==> src/rtl/wb_pkg.sv <==
// wb_pkg: shared defaults and entry type for the write-back controller
package wb_pkg;
  localparam int DW = 8;
  localparam int AW = 2;
  localparam int DEPTH = 4;
  localparam int CNT_W = $clog2(DEPTH + 1);
  typedef struct packed {
    logic [AW-1:0] addr;
    logic [DW-1:0] data;
  } wb_entry_t;
endpackage

==> src/rtl/wb_fifo.sv <==
// wb_fifo: 2-push / 1-pop circular buffer exposing every entry for the busy/forward scan
module wb_fifo #(
  parameter int DW = 8,
  parameter int AW = 2,
  parameter int DEPTH = 4,
  parameter int PW = $clog2(DEPTH),
  parameter int CW = $clog2(DEPTH + 1)
) (
  input  logic          clk,
  input  logic          rst,
  input  logic          flush,
  input  logic          push0,
  input  logic [AW-1:0] addr0,
  input  logic [DW-1:0] data0,
  input  logic          push1,
  input  logic [AW-1:0] addr1,
  input  logic [DW-1:0] data1,
  input  logic          pop,
  output logic [CW-1:0] count,
  output logic [PW-1:0] head,
  output logic [AW-1:0] ent_addr [DEPTH],
  output logic [DW-1:0] ent_data [DEPTH],
  output logic [DEPTH-1:0] ent_valid
);
  logic [PW-1:0] tail, tail1;
  assign tail1 = tail + PW'(push0);
  always_ff @(posedge clk) begin
    if (rst || flush) begin
      head  <= '0;
      tail  <= '0;
      count <= '0;
    end else begin
      head  <= head + PW'(pop);
      tail  <= tail1 + PW'(push1);
      count <= count + CW'(push0) + CW'(push1) - CW'(pop);
    end
  end
  // push1 lands behind push0 when both arrive together, keeping acceptance order
  always_ff @(posedge clk) begin
    if (push0) begin
      ent_addr[tail] <= addr0;
      ent_data[tail] <= data0;
    end
    if (push1) begin
      ent_addr[tail1] <= addr1;
      ent_data[tail1] <= data1;
    end
  end
  for (genvar i = 0; i < DEPTH; i++) begin : g_v
    logic [PW-1:0] off;
    assign off = PW'(i) - head;
    assign ent_valid[i] = CW'(off) < count;
  end
endmodule

==> src/rtl/wb_ctrl.sv <==
// wb_ctrl: queues ALU/load results and drains one per cycle to the register-file write port
module wb_ctrl import wb_pkg::*; #(
  parameter int DW = wb_pkg::DW,
  parameter int AW = wb_pkg::AW,
  parameter int DEPTH = wb_pkg::DEPTH
) (
  input  logic          clk,
  input  logic          rst,
  input  logic          flash,
  input  logic          alu_valid,
  input  logic [AW-1:0] alu_addr,
  input  logic [DW-1:0] alu_data,
  output logic          alu_ready,
  input  logic          ld_valid,
  input  logic [AW-1:0] ld_addr,
  input  logic [DW-1:0] ld_data,
  output logic          ld_ready,
  output logic          wb_en,
  output logic [AW-1:0] wb_addr,
  output logic [DW-1:0] wr_data,
  input  logic [AW-1:0] ra,
  input  logic [AW-1:0] rb,
  output logic          ra_busy,
  output logic          rb_busy,
  output logic [DW-1:0] ra_fwd,
  output logic [DW-1:0] rb_fwd
);
  localparam int PW = $clog2(DEPTH);
  localparam int CW = $clog2(DEPTH + 1);
  logic [CW-1:0] count;
  logic [PW-1:0] head, idx;
  logic [AW-1:0] ent_addr [DEPTH];
  logic [DW-1:0] ent_data [DEPTH];
  logic [DEPTH-1:0] ent_valid;
  logic pop;
  // readiness looks only at the registered count; the same-cycle pop is not credited
  assign alu_ready = !flash && count <= CW'(DEPTH - 1);
  assign ld_ready  = !flash && count <= CW'(DEPTH - 2);
  assign pop       = !flash && count != '0;
  wb_fifo #(.DW(DW), .AW(AW), .DEPTH(DEPTH), .PW(PW), .CW(CW)) u_fifo (
    .clk(clk), .rst(rst), .flush(flash),
    .push0(alu_valid && alu_ready), .addr0(alu_addr), .data0(alu_data),
    .push1(ld_valid && ld_ready), .addr1(ld_addr), .data1(ld_data),
    .pop(pop), .count(count), .head(head),
    .ent_addr(ent_addr), .ent_data(ent_data), .ent_valid(ent_valid)
  );
  always_ff @(posedge clk) begin
    if (rst) begin
      wb_en   <= 1'b0;
      wb_addr <= '0;
      wr_data <= '0;
    end else begin
      wb_en <= pop;
      if (pop) begin
        wb_addr <= ent_addr[head];
        wr_data <= ent_data[head];
      end
    end
  end
  // walk oldest to youngest so the last match wins
  always_comb begin
    ra_busy = 1'b0;
    rb_busy = 1'b0;
    ra_fwd  = '0;
    rb_fwd  = '0;
    idx     = head;
    for (int k = 0; k < DEPTH; k++) begin
      idx = head + PW'(k);
      if (ent_valid[idx] && ent_addr[idx] == ra) begin
        ra_busy = 1'b1;
        ra_fwd  = ent_data[idx];
      end
      if (ent_valid[idx] && ent_addr[idx] == rb) begin
        rb_busy = 1'b1;
        rb_fwd  = ent_data[idx];
      end
    end
  end
endmodule

==> config.mk <==
export PLATFORM = sky130hd
export DESIGN_NAME = wb_ctrl
export DESIGN_NICKNAME = d
export VERILOG_FILES = /design/src/rtl/wb_pkg.sv /design/src/rtl/wb_fifo.sv /design/src/rtl/wb_ctrl.sv
export SDC_FILE = /design/constraint.sdc
export NUM_CORES = 1
export LEC_CHECK = 0
export CAP_MARGIN = 30
export CORE_MARGIN = 5
export CORE_UTILIZATION = 51
export CTS_CLUSTER_SIZE = 20
export DETAILED_ROUTE_END_ITERATION = 6
export PLACE_DENSITY_LB_ADDON = 0.3
export SETUP_SLACK_MARGIN = 0.5
export SLEW_MARGIN = 20
export SYNTH_ARGS = -nofsm -noshare
export SYNTH_HDL_FRONTEND = slang
export SYNTH_HIERARCHICAL = 1
export SYNTH_SLANG_ARGS = --single-unit
export TNS_END_PERCENT = 10
==> constraint.sdc <==
create_clock -name clk -period 2.87 [get_ports clk]
set_clock_uncertainty 0.1 [all_clocks]
set_input_delay 0.4305 -clock clk [delete_from_list [all_inputs] [get_ports clk]]
set_output_delay 0.4305 -clock clk [all_outputs]
set_load 0.01 [all_outputs]
* After elaboration in Yosys (flattened, before gate mapping)
Cells that the tools add are included.
** Word-level totals
- Output and inout bits :: 31
- Bits of input ports :: 29
- Register bits after elaboration :: 58
- Bits in writable memories :: 0
- Logic and storage cells :: 141
- Bits in latches :: 0
- Memory bits (read-only) :: 0
- Memories :: 0
** Operators by class
- Add/subtract/negate cells :: 13
- Equal/unequal tests :: 8
- Shifts and indexed selects :: 0
- Reductions and logical operators :: 18
- Mux-type cells :: 64
- $lt $le $gt $ge :: 18
- Bitwise logic cells :: 6
- Div/mod/pow operators :: 0
- Multiply operators :: 0
** Operator list (number)
- 8-bit two-way mux :: 20
- 8-bit binary-select mux with 2-bit select :: 4
- 32-bit bitwise mux :: 2
- 32-bit two-way mux :: 2
- 8-bit demux with 2-bit select :: 2
- 2-bit two-way mux :: 10
- 3-bit greater-or-equal comparator, second input constant :: 6
- 2-bit NOT with 3-bit output :: 6
- 2-bit binary-select mux with 2-bit select :: 4
- 8-bit bitwise mux :: 2
- 2-bit equality test :: 8
- 1-bit logical AND :: 15
- 2-bit by 3-bit less-than comparator with 1-bit output :: 4
- 2-bit by 3-bit less-than comparator with 1-bit output, second input constant :: 4
- 1-bit two-way mux :: 12
- 1-bit binary-select mux with 2-bit select :: 4
- 2-bit demux with 2-bit select :: 2
- 2-bit by 1-bit adder with 2-bit output :: 3
- 3-bit by 1-bit adder with 3-bit output :: 2
- 3-bit by 2-bit <= comparator with 1-bit output, second input constant :: 2
- 3-bit by 1-bit less-than comparator with 1-bit output, second input constant :: 2
- 2-bit adder, second input constant :: 2
- 1-bit by 2-bit subtractor with 2-bit output, first input constant :: 2
- 2-bit subtractor, first input constant :: 2
- other kinds (5) :: 5

* Longest topological paths before layout
- Depth in word-level cells :: 11
- Gate-level depth with buffers :: 13
- Depth with buffers taken out :: 11

* Hierarchy
Netlist, hierarchy kept.
** By module, submodules not included
- wb_ctrl :: cells an instance 272, area each 2233.4 µm², seq. area each 220.2 µm², times used 1
- wb_fifo :: cells an instance 279, area each 2213.4 µm², seq. area each 940.9 µm², times used 1

* Worst setup path after synthesis
Ideal clock, no wire load.
- Path kind :: register -> output
- Start :: register u_fifo.head[1]
- End :: output port ra_busy
- Slack :: -0.091 ns
- Cell stages (with the launch flop) :: 10
- Required time :: 2.339 ns
- Arrival time :: 2.431 ns
- Path buffers :: 0
- Cell sequence :: dfxtp_1 > xnor2_1 > inv_1 > ha_1 > a21oi_1 > or2_2 > mux2i_2 > nor2b_1 > a22o_1 > or4_1
** Between the ends
- Elaborated cells on any way between the ends :: 47
- Classes of those cells :: 7 x add/sub; 4 x order compare; 4 x eq/ne; 24 x mux; 4 x bitwise; 4 x reduce/logical
** RTL lines
- from (decl) :: line wb_fifo.sv:20 : output logic [PW-1:0] head,
- from (signal assigned) :: line wb_fifo.sv:33 : head <= head + PW'(pop);
- 1-bit by 2-bit subtractor with 2-bit output (*) :: line wb_fifo.sv:51 : assign off = PW'(i) - head;
- 2-bit by 3-bit less-than comparator with 1-bit output (*) :: line wb_fifo.sv:52 : assign ent_valid[i] = CW'(off) < count;
- via ent_valid[0] :: line wb_ctrl.sv:34 : logic [DEPTH-1:0] ent_valid;
- 1-bit binary-select mux with 2-bit select :: line wb_ctrl.sv:69 : if (ent_valid[idx] && ent_addr[idx] == ra) begin
- 1-bit two-way mux (implied by the code) :: line wb_ctrl.sv:69
- 1-bit logical AND :: line wb_ctrl.sv:69
- 1-bit two-way mux (3 in a row) :: line wb_ctrl.sv:69
- 1-bit two-way mux (*) :: line wb_ctrl.sv:69
- to (decl) :: line wb_ctrl.sv:23 : output logic ra_busy,
Mark *: on every way through the listed nets, which the timed path passes. The rest lies on a longest branch. The select of a mux whose other input is x is not followed.

* Worst setup path in the final report
- Start :: register u_fifo.head[1]
- End :: output port rb_fwd[7]
** Between the ends
- Elaborated cells on any way between the ends :: 59
- Classes of those cells :: 7 x add/sub; 4 x order compare; 4 x eq/ne; 36 x mux; 4 x bitwise; 4 x reduce/logical
** RTL lines
- 2-bit subtractor (*) :: line wb_fifo.sv:51
- 2-bit by 3-bit less-than comparator with 1-bit output (*) :: line wb_fifo.sv:52
- via ent_valid[3] :: line wb_ctrl.sv:34
- 1-bit binary-select mux with 2-bit select :: line wb_ctrl.sv:73 : if (ent_valid[idx] && ent_addr[idx] == rb) begin
- 1-bit two-way mux (implied by the code) :: line wb_ctrl.sv:73
- 1-bit logical AND :: line wb_ctrl.sv:73
- 8-bit two-way mux (3 in a row) :: line wb_ctrl.sv:73
- 8-bit two-way mux (*) :: line wb_ctrl.sv:73
- to (decl) :: line wb_ctrl.sv:26 : output logic [DW-1:0] rb_fwd
Marked as above.

==> results_tabular.tex <==
\begin{tabular}{lr}
\hline
Metric & Value \\
\hline
\multicolumn{2}{l}{\textbf{Outcome}} \\
\quad Outcome & finished, violations left \\
\quad Failing checks & design-rule violations, negative setup slack \\
\multicolumn{2}{l}{\textbf{Setup path}} \\
\quad Setup Crit Path Kind & flop to primary output \\
\quad Start of the worst register-to-register path & u\_fifo/count[1] \\
\quad Largest fanout on the critical path & 7 \\
\quad Largest incremental delay on the critical path & 0.40 ns \\
\quad Arrival time worst endpoint & 2.91 ns \\
\quad Cell-by-cell listing of the critical path & inv\_2 -> ha\_4 -> a21oi\_1 -> or2\_2 -> mux2i\_1 -> nor2b\_1 -> nor3b\_4 -> o211ai\_4 -> buf\_6 -> o2111ai\_2 -> o221a\_1 -> buf\_2 \\
\quad Critical path capture point type & primary output \\
\quad Worst Path Required & 2.34 ns \\
\quad Register-to-register setup slack & approximately 0.47 ns \\
\quad Slowest stage cell, crit path & sky130\_fd\_sc\_hd\_\_dfxtp\_4 \\
\quad Critical register-to-register path endpoint & u\_fifo/count[2] \\
\quad Number of cells on the worst reg-to-reg path & 10 \\
\quad Critical path launch point type & flop \\
\multicolumn{2}{l}{\textbf{Die}} \\
\quad Core Footprint & about 0.0086 mm2 \\
\quad Vertical die dimension & 103 um \\
\quad Std-Cell Rows & 34 \\
\quad Num ports & 60 \\
\quad Starting Density & 51.7\% \\
\quad DIE WIDTH & about 100 um \\
\quad Die area & 0.0107 mm2 \\
\multicolumn{2}{l}{\textbf{Placed design}} \\
\quad HPWL Detailed & roughly 10 mm \\
\quad IO Port Bufs & $\sim$60 \\
\quad Post-Place Cells & 735 \\
\quad Dpl ws & -0.619 ns \\
\quad Global placement routability congestion & 0.953 \\
\multicolumn{2}{l}{\textbf{Finish}} \\
\quad Share of post-route cells with drive strength above 1 & 27.2\% \\
\quad Cell Count, Final, Fillers Out & approximately 770 \\
\quad Ant. Diodes & 0 \\
\quad Final Core Density & just under 70\% \\
\quad Number of nets at the end of the flow & between 600 and 700 \\
\quad Synth-to-layout area growth & 34.3\% \\
\multicolumn{2}{l}{\textbf{Logic synthesis}} \\
\quad Synthesized instance count & roughly 550 \\
\quad Post-synthesis instance area & between 0.004 and 0.005 mm2 \\
\quad Seq/Total Area, Yosys & between 20\% and 30\% \\
\quad Post-synthesis async set-or-reset flop share & 0\% \\
\quad Flip-flop cell with the highest count after synthesis & sky130\_fd\_sc\_hd\_\_dfxtp\_1 \\
\quad FF+latch count, synth & 58 \\
\quad Synthesized Nets & 590 \\
\quad Number of warnings issued by yosys & 6 \\
\quad Post-synth EDFFs & 0 \\
\quad Number of distinct library cells after synthesis & 55 \\
\quad Synthesized area divided by synthesized cell count & roughly 8.1 um2 \\
\multicolumn{2}{l}{\textbf{Pwr}} \\
\quad Worst supply voltage drop on vdd & 0.415 mV \\
\quad PwrDens & between 700 and 800 mW/mm2 \\
\quad Total internal power & roughly 2.6 mW \\
\quad Total power & between 4 and 5 mW \\
\quad Leakage & 2.32 nW \\
\quad Switching part of the total & between 40 and 50\% \\
\quad Combinational cell fraction of total power & about half \\
\quad Psw & 1.85 mW \\
\quad Proportion of power drawn by flip-flops and latches & approximately 30\% \\
\quad Clock power frac & between 10\% and 20\% \\
\multicolumn{2}{l}{\textbf{STA}} \\
\quad Max-slew violation count & 0 \\
\quad Hold Vio Cnt, Final & 0 \\
\quad Fin crit period & $\sim$3.4 ns \\
\quad Min setup slack post-route & -0.573 ns \\
\quad Post-route fraction of the period consumed by the critical path & 120\% \\
\quad Worst relative slew slack & 60.5\% \\
\quad Unrepaired setup endpoints after global routing & true \\
\quad Highest clock frequency the design can meet & about 0.29 GHz \\
\quad Number of setup violations in the final report & 18 \\
\quad Worst Hold Slack & $\sim$0.38 ns \\
\quad Worst Tran Pin Value & between 0.5 and 0.6 ns \\
\multicolumn{2}{l}{\textbf{Clock tree}} \\
\quad Clock buffers created by TritonCTS & 9 \\
\quad H-tree levels & 3 \\
\quad Total clock sinks & slightly below 60 \\
\quad Clock slew at reported path FFs & around 0.090 ns \\
\quad CTS tree & yes \\
\quad Clock insertion delay at the later pin of the skew report & about 0.35 ns \\
\quad Root buffer cell & sky130\_fd\_sc\_hd\_\_clkbuf\_8 \\
\quad Maximum root-to-sink buffer count & 2 \\
\multicolumn{2}{l}{\textbf{Routing}} \\
\quad Average wire length per cell after detail routing & around 20 um \\
\quad Number of iterations in the first detailed-routing pass & 7 \\
\quad Vias & between 4,000 and 5,000 \\
\quad DRC violations left & 1 \\
\quad Total wire length & 15.1 mm \\
\quad Detailed-route vias per instance & $\sim$6.2 \\
\quad DRC marker count from the first detailed-route iteration & just under 400 \\
\quad Number of nets still failing antenna checks after routing & 0 \\
\multicolumn{2}{l}{\textbf{Global route}} \\
\quad Pin count of the biggest net entering global routing & 47 \\
\quad Global-route wire length before repair & roughly 23 mm \\
\quad Initial antenna violation count & 0 \\
\quad Vias in the first global route & $\sim$4,600 \\
\quad GR Util All Layers & about 28\% \\
\quad Total overflow reported by the global router & 0 \\
\multicolumn{2}{l}{\textbf{Min path}} \\
\quad Worst min-delay path class & flop to flop \\
\quad Worst Hold Path EP & wr\_data[3] \\
\quad Hold Startpoint & wr\_data[3] \\
\quad Worst hold path depth & 2 \\
\multicolumn{2}{l}{\textbf{Run}} \\
\quad Count of max-cap constraint violations & 0 \\
\hline
\end{tabular}
## repair_timing
| item | in CTS | in global routing |
|---|---|---|
| pin swaps | 19 | 12 |
| setup endpoints to repair | 21 | 25 |
| hold buffers | 0 | 0 |
| setup buffers | 12 | 2 |
| gates resized for setup | 104 | 25 |
## power groups by stage
stage | sequential (mW) | clock [mW] | combinational, mW
final | 1.34 | 0.842 | 2.28
after global routing | 1.37 | 0.885 | 2.45
after CTS | 1.32 | 0.841 | 2.15
after detailed placement | 1.33 | 0 | 2.09
after global placement | 1.31 | 0 | 2.03
after floorplan | 1.25 | 0 | 1.31
## synthesized netlist by cell type, drive strengths merged, types with 4 or more instances
cell	instances	area share (%)
a21oi	25	2.8
a22o	4	0.79
a22oi	6	1.3
a2bb2oi	8	1.6
a31oi	40	5.6
and2	7	0.98
and3	4	0.56
buf	23	3.4
clkbuf	17	1.5
dfxtp	58	26
ha	8	2.3
inv	14	1.2
mux2	7	1.8
mux2i	49	11
mux4	8	4.1
nand2	97	8.2
nand2b	4	0.56
nand3	10	1.2
nor2	30	2.6
nor2b	4	0.56
nor3	45	5.1
o2111ai	8	1.6
o21ai	16	1.8
o221a	8	2.0
o22ai	5	0.70
or2	4	0.56
xnor2	18	3.7
xor2	5	1.2
## worst max-delay path: cells and delay by family (launching register included)
kind | cells | cell delay, ns
buffers and inverters | 3 | 0.35
AOI/OAI and AO/OA | 4 | 0.66
and+or+nand+nor | 3 | 0.62
DFF | 1 | 0.40
adders and majority gates | 1 | 0.27
muxes | 1 | 0.26
## placed cells by master, fill, tap and decap left out, types with 8 or more instances in the layout
| cell type | count |
|---|---|
| sky130_fd_sc_hd__buf_4 | 59 |
| sky130_fd_sc_hd__a31oi_1 | 40 |
| sky130_fd_sc_hd__inv_1 | 11 |
| sky130_fd_sc_hd__buf_2 | 16 |
| sky130_fd_sc_hd__nor2_1 | 27 |
| sky130_fd_sc_hd__clkdlybuf4s50_1 | 39 |
| sky130_fd_sc_hd__mux2i_1 | 43 |
| sky130_fd_sc_hd__xnor2_1 | 15 |
| sky130_fd_sc_hd__a2bb2oi_1 | 8 |
| sky130_fd_sc_hd__nand2_1 | 97 |
| sky130_fd_sc_hd__nor3_1 | 44 |
| sky130_fd_sc_hd__o21ai_0 | 16 |
| sky130_fd_sc_hd__clkbuf_8 | 9 |
| sky130_fd_sc_hd__o221a_1 | 8 |
| sky130_fd_sc_hd__a21oi_1 | 22 |
| sky130_fd_sc_hd__buf_6 | 9 |
| sky130_fd_sc_hd__nand3_1 | 8 |
| sky130_fd_sc_hd__dfxtp_1 | 53 |
| sky130_fd_sc_hd__mux4_2 | 8 |
## routing by layer
metal,GRT usage (%),vias to the layer above,part of all wire [%]
met2,44.5,288,47
met4,11.3,0,2.9
li1,-,2210,-
met3,4.16,45,8.2
met1,36.9,2228,42
met5,0,-,0
## worst max path at each step
stage              startpoint   endpoint  slack [ns]  cells past startpoint
6_report       u_fifo/head[1]  rb_fwd[7]       -0.57                     12
2_1_floorplan  u_fifo/head[0]    ra_busy        0.12                     10
5_1_grt        u_fifo/head[1]  rb_fwd[1]       -0.65                     13
3_5_place_dp   u_fifo/head[0]  ra_fwd[4]       -0.62                     10
4_1_cts        u_fifo/head[1]  rb_fwd[1]       -0.52                     11
3_3_place_gp   u_fifo/head[0]  ra_fwd[4]       -0.49                     10
## metrics by stage
stage | setup TNS [ns] | cell area (um2)
after global placement | -7.38 | 5460
after floorplan | 0 | 4510
after detailed placement | -9.17 | 5460
after CTS | -7.33 | 5860
final | -8.94 | 5970
after global routing | -9.96 | 5970
## kinds of logic after synthesis
group,synth area share [%]
muxes,17.3
buffers and inverters,6.11
AOI/OAI and AO/OA,19.9
and+or+nand+nor,22.6
xor gates and xnor gates,4.87
adders and majority gates,3.15
DFF,26.1
## layout make-up
class / instances / area (um2)
inverter: 14 / 55.1
clock inverter: 6 / 71.3
tap: 108 / 135
fill: 634 / 2620
timing repair buffer: 130 / 1130
multi-input combinational: 439 / 3260
sequential: 58 / 1170
clock buffer: 10 / 149
## sequential cells by signal (all words and copies together), names as in the netlist
name / cells
u_fifo/ent_data: 32
u_fifo/ent_addr: 8
wr_data: 8
u_fifo/count: 3
u_fifo/head: 2
u_fifo/tail: 2
wb_addr: 2
wb_en: 1
Power figures use the tool's default switching activity.
